==> src/rtl/wb_stage.sv <==
// Writeback stage: arbitrates ALU and load results onto the register-file
// write port, tracks outstanding loads, and forwards the pending write.
module wb_stage #(
    parameter int DW       = 32,
    parameter int AW       = 5,
    parameter bit ZERO_REG = 1'b0
) (
    input  logic          clk,
    input  logic          reset,
    input  logic          alu_valid,
    output logic          alu_ready,
    input  logic [AW-1:0] alu_rd,
    input  logic [DW-1:0] alu_data,
    input  logic          ld_valid,
    output logic          ld_ready,
    input  logic [AW-1:0] ld_rd,
    input  logic [DW-1:0] ld_data,
    input  logic          ld_issue,
    input  logic [AW-1:0] ld_issue_rd,
    output logic          ld_issue_ready,
    input  logic [AW-1:0] A1,
    input  logic [AW-1:0] A2,
    output logic [DW-1:0] DI,
    output logic [AW-1:0] AD,
    output logic          writeen,
    output logic          fwd1_hit,
    output logic [DW-1:0] fwd1_data,
    output logic          fwd2_hit,
    output logic [DW-1:0] fwd2_data,
    output logic          busy1,
    output logic          busy2
);

    localparam int NR = 1 << AW;

    // 1: load channel wins the next contended cycle
    logic          prio_ld;
    logic [NR-1:0] busy;
    logic [NR-1:0] busy_nx;
    logic          take;
    logic [DW-1:0] wdata;
    logic [AW-1:0] wrd;
    logic          wr_zero;
    logic          issue_zero;
    logic          set_busy;
    logic          a1_zero;
    logic          a2_zero;

    assign wr_zero    = ZERO_REG && (wrd == '0);
    assign issue_zero = ZERO_REG && (ld_issue_rd == '0);
    assign a1_zero    = ZERO_REG && (A1 == '0);
    assign a2_zero    = ZERO_REG && (A2 == '0);

    // Grant: lone requester wins; on contention the round-robin pointer decides
    always_comb begin
        alu_ready = 1'b0;
        ld_ready  = 1'b0;
        if (!reset) begin
            if (alu_valid && ld_valid) begin
                alu_ready = !prio_ld;
                ld_ready  = prio_ld;
            end else begin
                alu_ready = alu_valid;
                ld_ready  = ld_valid;
            end
        end
    end

    assign take  = alu_ready || ld_ready;
    assign wdata = ld_ready ? ld_data : alu_data;
    assign wrd   = ld_ready ? ld_rd : alu_rd;

    // Pointer flips to the loser only when both sources competed
    always_ff @(posedge clk or posedge reset) begin
        if (reset) begin
            prio_ld <= 1'b0;
        end else if (alu_valid && ld_valid) begin
            prio_ld <= alu_ready;
        end
    end

    // Register the granted write; data/address hold when idle
    always_ff @(posedge clk or posedge reset) begin
        if (reset) begin
            DI      <= '0;
            AD      <= '0;
            writeen <= 1'b0;
        end else begin
            writeen <= take && !wr_zero;
            if (take) begin
                DI <= wdata;
                AD <= wrd;
            end
        end
    end

    assign ld_issue_ready = issue_zero || !busy[ld_issue_rd];
    assign set_busy       = ld_issue && ld_issue_ready && !issue_zero;

    // Next scoreboard: returns clear, issues set, and set wins on a tie
    always_comb begin
        busy_nx = busy;
        if (ld_ready) begin
            busy_nx[ld_rd] = 1'b0;
        end
        if (set_busy) begin
            busy_nx[ld_issue_rd] = 1'b1;
        end
    end

    // Outstanding-load scoreboard
    always_ff @(posedge clk or posedge reset) begin
        if (reset) begin
            busy <= '0;
        end else begin
            busy <= busy_nx;
        end
    end

    assign busy1     = busy[A1];
    assign busy2     = busy[A2];
    assign fwd1_hit  = writeen && (AD == A1) && !a1_zero;
    assign fwd2_hit  = writeen && (AD == A2) && !a2_zero;
    assign fwd1_data = DI;
    assign fwd2_data = DI;

endmodule

==> config.mk <==
export PLATFORM = sky130hd
export DESIGN_NAME = wb_stage
export DESIGN_NICKNAME = d
export VERILOG_FILES = /design/src/rtl/wb_stage.sv
export SDC_FILE = /design/constraint.sdc
export NUM_CORES = 1
export LEC_CHECK = 0
export ABC_AREA = 1
export BUFFER_PORTS_ARGS = -buffer_cell sky130_fd_sc_hd__clkbuf_2
export CAP_MARGIN = 30
export CELL_PAD_IN_SITES_DETAIL_PLACEMENT = 0
export CELL_PAD_IN_SITES_GLOBAL_PLACEMENT = 1
export CORE_UTILIZATION = 36
export DETAILED_ROUTE_END_ITERATION = 12
export PLACE_DENSITY_LB_ADDON = 0.1
export SLEW_MARGIN = 25
export SYNTH_ARGS = -nofsm -noshare
export SYNTH_HDL_FRONTEND = slang
export SYNTH_SLANG_ARGS = --single-unit
==> constraint.sdc <==
create_clock -name clk -period 3.9 [get_ports clk]
set_clock_uncertainty 0.05 [all_clocks]
set_input_delay 0.78 -clock clk [delete_from_list [all_inputs] [get_ports clk]]
set_output_delay 0.78 -clock clk [all_outputs]
set_load 0.01 [all_outputs]
### Yosys cells after proc, flatten, opt, wreduce, memory -nomap -nowiden

Cells that the tools add are included.

| storage, ports and cells | value |
|---|---|
| bits in registers | 71 |
| input bits | 94 |
| output and inout bits | 109 |
| logic and storage cells | 43 |

| operators by class | value |
|---|---|
| magnitude comparators | 6 |
| equality and inequality tests | 2 |
| multiplexer cells | 18 |
| bitwise logic cells | 3 |
| reductions and logical operators | 9 |

Operators with widths:

| cell | count |
|---|---|
| $mux W32 | 3 |
| $and A32 B32 Y32 | 1 |
| $not A32 Y32 | 1 |
| $or A32 B32 Y32 | 1 |
| $lt A5 B6 Y1 const B | 4 |
| $bmux W1 S5 | 3 |
| $demux W1 S5 | 2 |
| $eq A5 B5 Y1 | 2 |
| $ge A5 B1 Y1 const B | 2 |
| $mux W1 | 9 |
| $logic_and A1 B1 Y1 | 6 |
| $mux W5 | 1 |
| $logic_not A1 Y1 | 2 |
| $logic_or A1 B1 Y1 | 1 |

### Depth between registers and ports, before layout

| depth | value |
|---|---|
| depth after elaboration | 9 |
| depth in mapped cells | 13 |
| depth with buffers taken out | 10 |

### Worst setup path after synthesis

Ideal clock, no wire load.

| timing path | value |
|---|---|
| path kind | input port to output port |
| start point | input reset |
| end point | output ld_ready |
| data arrival time | 2.422 ns |
| required time | 3.070 ns |
| path slack | 0.648 ns |
| stages on the path | 4 |
| path buffers | 1 |
| cell sequence | inv_2 -> nand2_1 -> a21oi_2 -> clkbuf_1 |

| between the ends | value |
|---|---|
| word-level cells in the longest chain between the ends | 1 |

Ends and longest elaborated chain:

| what | line | source |
|---|---|---|
| start, declared | 9 | `input logic reset,` |
| $mux W1 | 58 | `if (!reset) begin` |
| end, declared | 15 | `output logic ld_ready,` |

No other way between the ends.

### Worst setup path after layout

| timing path | value |
|---|---|
| start point | input A2[0] |
| end point | output busy2 |

| between the ends | value |
|---|---|
| word-level cells in the longest chain between the ends | 2 |

Ends and longest elaborated chain:

| what | line | source |
|---|---|---|
| start, declared | 22 | `input logic [AW-1:0] A2,` |
| $bmux W1 S5 | 121 | `assign busy2 = busy[A2];` |
| $mux W1 (not written as such) | 121 |  |
| end, declared | 31 | `output logic busy2` |

No other way between the ends. The select of a mux whose other input is x is not followed.

==> reports/results.tsv <==
metric	value	unit
htree depth	3	
crit path max-delay cell type	clkinv_1	
GRT Total Usage	24.8	%
hold buffer count at cts	0	
slew margin rel.	54.6	%
Worst Path Max Fanout	18	
CTS sink cnt	71	
syn_nets	834	
drt pass-1 iters	5	
synth-to-layout area growth	17.6	%
Power Dens Cells	463	mW/mm^2
post-synth cell types	29	
worst-case clock buffer depth	2	
clk_lat worst skew	0.34	ns
CP Launch Type	input port	
largest net degree at the start of global routing	72	
Cell Area, Synth	0.00502	mm^2
# Post-CTS Setup Buffers	0	
routed vias	5432	
Hold Path End	DI[0]	
die width	120	um
Synth Area in Compound Gates	10.9	%
RSZ-0062 raised after global routing	false	
fmax	0.318	GHz
xor and xnor area share after synthesis	0.698	%
Clk Tree Root Cell	clkbuf_16	
DRC	0	
# diodes	0	
Adder-Cell Fraction of Synth Area	0	%
Die H	120	um
Reg-to-Reg Start	prio_ld	
# IOs	203	
layout cells sized above 1	27.3	%
min Tclk post-route	3.15	ns
grt total ovfl	0	
Setup Crit Path Kind	input port to primary output	
post-route ant nets	0	
clock buffer count from CTS	9	
final design utilization	44.0	%
Hold Fails Final Rpt	0	
Synthesis Warnings	0	
nets@finish	951	
vias in the first global route	5054	
Hold Path Origin	DI[0]	
Starting Density	37.5	%
area leader, netlist	dfrtp_1	
mux cell area share after synthesis	0	%
routed length per instance	17.0	um
routability congestion estimate from global placement	0.937	
CTS tree	done	
DIE AREA	0.0144	mm^2
Vias/cell	5.23	
Peak supply drop	0.000176	V
simple-gate share of the synthesized area	36.4	%
synth top area cells	dfrtp_1 (35%), nand2_1 (18%), buf_4 (9.6%)	
final setup fails	0	
final worst path period share	80.7	%
Reg2Reg Depth	7	
crit path capture type	primary output	
cell count after synthesis	740	
Yosys top cell area share	35.4	%
Hold Path Depth	2	
# resized after CTS	0	
post-synthesis average cell area	6.78	um^2
core area	0.0134	mm^2
Rows	42	
status	finished clean	
Leak	3.00	nW
Max Cap Viol	0	
Max stage delay on crit path	0.46	ns
part of the Yosys area used for sequential elements	35.4	%
fillcell total	1428	
#FFs+latches synth	71	
Min-Delay Path Class	flip-flop to flip-flop	
r2r endpoint	busy[28]	
critical-path cell list	clkbuf_2 -> clkinv_1 -> nor2_1 -> nor2_1 -> o31ai_1 -> a21oi_1 -> clkbuf_2	
Least-Margin Pin Slew	0.681	ns
Pins Over Slew Limit	0	
WP data required	3.07	ns
first-pass GRT wire length	27300	um
initial DRC count	455	
Worst EP arrival	2.32	ns
largest family of logic cells by synthesized area	simple AND/OR/NAND/NOR gates	
initial antenna violation count	0	
clk slew on worst S/H paths	0.06	ns
IO buf count	202	
Post-Route WL	17600	um
DP Wirelength	12700	um
worst hold slack	0.530	ns
setup_tns	0	ns
r2r setup slk	1.84	ns
-- Yosys cell counts, drive strengths merged --
cell,count
a31oi,35
nor4,2
inv,34
o31ai,2
nand3,60
nand4,34
clkinv,2
nor2,79
xor2,4
clkbuf,15
a31o,1
nand2,249
and2,1
a21oi,15
dfrtp,71
o21ai,36
o211ai,2
o2111ai,2
o22ai,2
buf,86
nor3,8
-- state kept, by name (all words and copies together) (netlist names) --
register and count:
AD 5, DI 32, busy 32, prio_ld 1, writeen 1
-- final cells by class --
type,count,area (um^2),share of cell area (%)
Inverter,36,138,2.33
Tap cell,176,220,3.73
Multi-Input combinational cell,532,2420,41.0
Clock buffer,9,225,3.82
Clock inverter,7,71.3,1.21
Timing Repair Buffer,207,1050,17.8
Sequential cell,71,1780,30.1
-- cell usage in the layout (no fill, tap or decap), drive strengths merged --
cell type | netlist | layout
and2 | 1 | 1
o22ai | 2 | 2
o21ai | 36 | 36
inv | 34 | 35
o31ai | 2 | 2
a31o | 1 | 1
clkbuf | 15 | 211
clkinv | 2 | 4
nor2 | 79 | 79
nor4 | 2 | 2
buf | 86 | 5
o211ai | 2 | 2
nand2 | 249 | 249
bufinv | 0 | 1
clkinvlp | 0 | 3
nand4 | 34 | 34
nand3 | 60 | 60
a31oi | 35 | 35
o2111ai | 2 | 2
dfrtp | 71 | 71
a21oi | 15 | 15
nor3 | 8 | 8
xor2 | 4 | 4
-- through the flow --
step           instances  setup WS (ns)  area (um^2)  power (W)
2_1_floorplan        740          0.648         5020    0.00164
3_3_place_gp        1022          0.832         5600    0.00189
3_5_place_dp        1022          0.769         5600    0.00190
4_1_cts             1038          0.763         5900    0.00274
5_1_grt             1038          0.522         5900    0.00289
6_report            1038          0.751         5900    0.00273
-- per-layer routing --
layer / up-vias / global-route usage, % / wire length [um]
met5: - / 0 / 0
met4: 0 / 11.3 / 608
met3: 44 / 3.90 / 1280
met2: 241 / 38.7 / 8030
met1: 2524 / 33.6 / 7670
li1: 2623 / - / -
-- worst max-delay path, delay by kind of cell --
| kind | cells | cell delay (ns) |
|---|---|---|
| compound gates | 2 | 0.37 |
| buf+inv | 3 | 0.89 |
| simple gates | 2 | 0.28 |
-- cells by family after synthesis --
group | count (synthesis)
flops | 71
compound gates | 95
simple gates | 433
buf+inv | 137
xor+xnor | 4
-- worst max-delay path by stage --
stage,start,cells after the start,endpoint,slack (ns)
after CTS,A2[0],7,busy2,0.76
after detailed placement,A2[0],7,busy2,0.77
after global placement,A1[0],11,busy1,0.83
after floorplan,reset,4,ld_ready,0.65
after global routing,A2[0],7,busy2,0.52
final,A2[0],7,busy2,0.75
-- report_power, final --
| part | leakage [nW] | switching, W | internal [W] |
|---|---|---|---|
| Combinational | 2.04 | 0.000473 | 0.000307 |
| Clock | 0.138 | 0.000342 | 0.000495 |
| Sequential | 0.819 | 0.000232 | 0.000882 |
(Power assumes the default switching activity.)
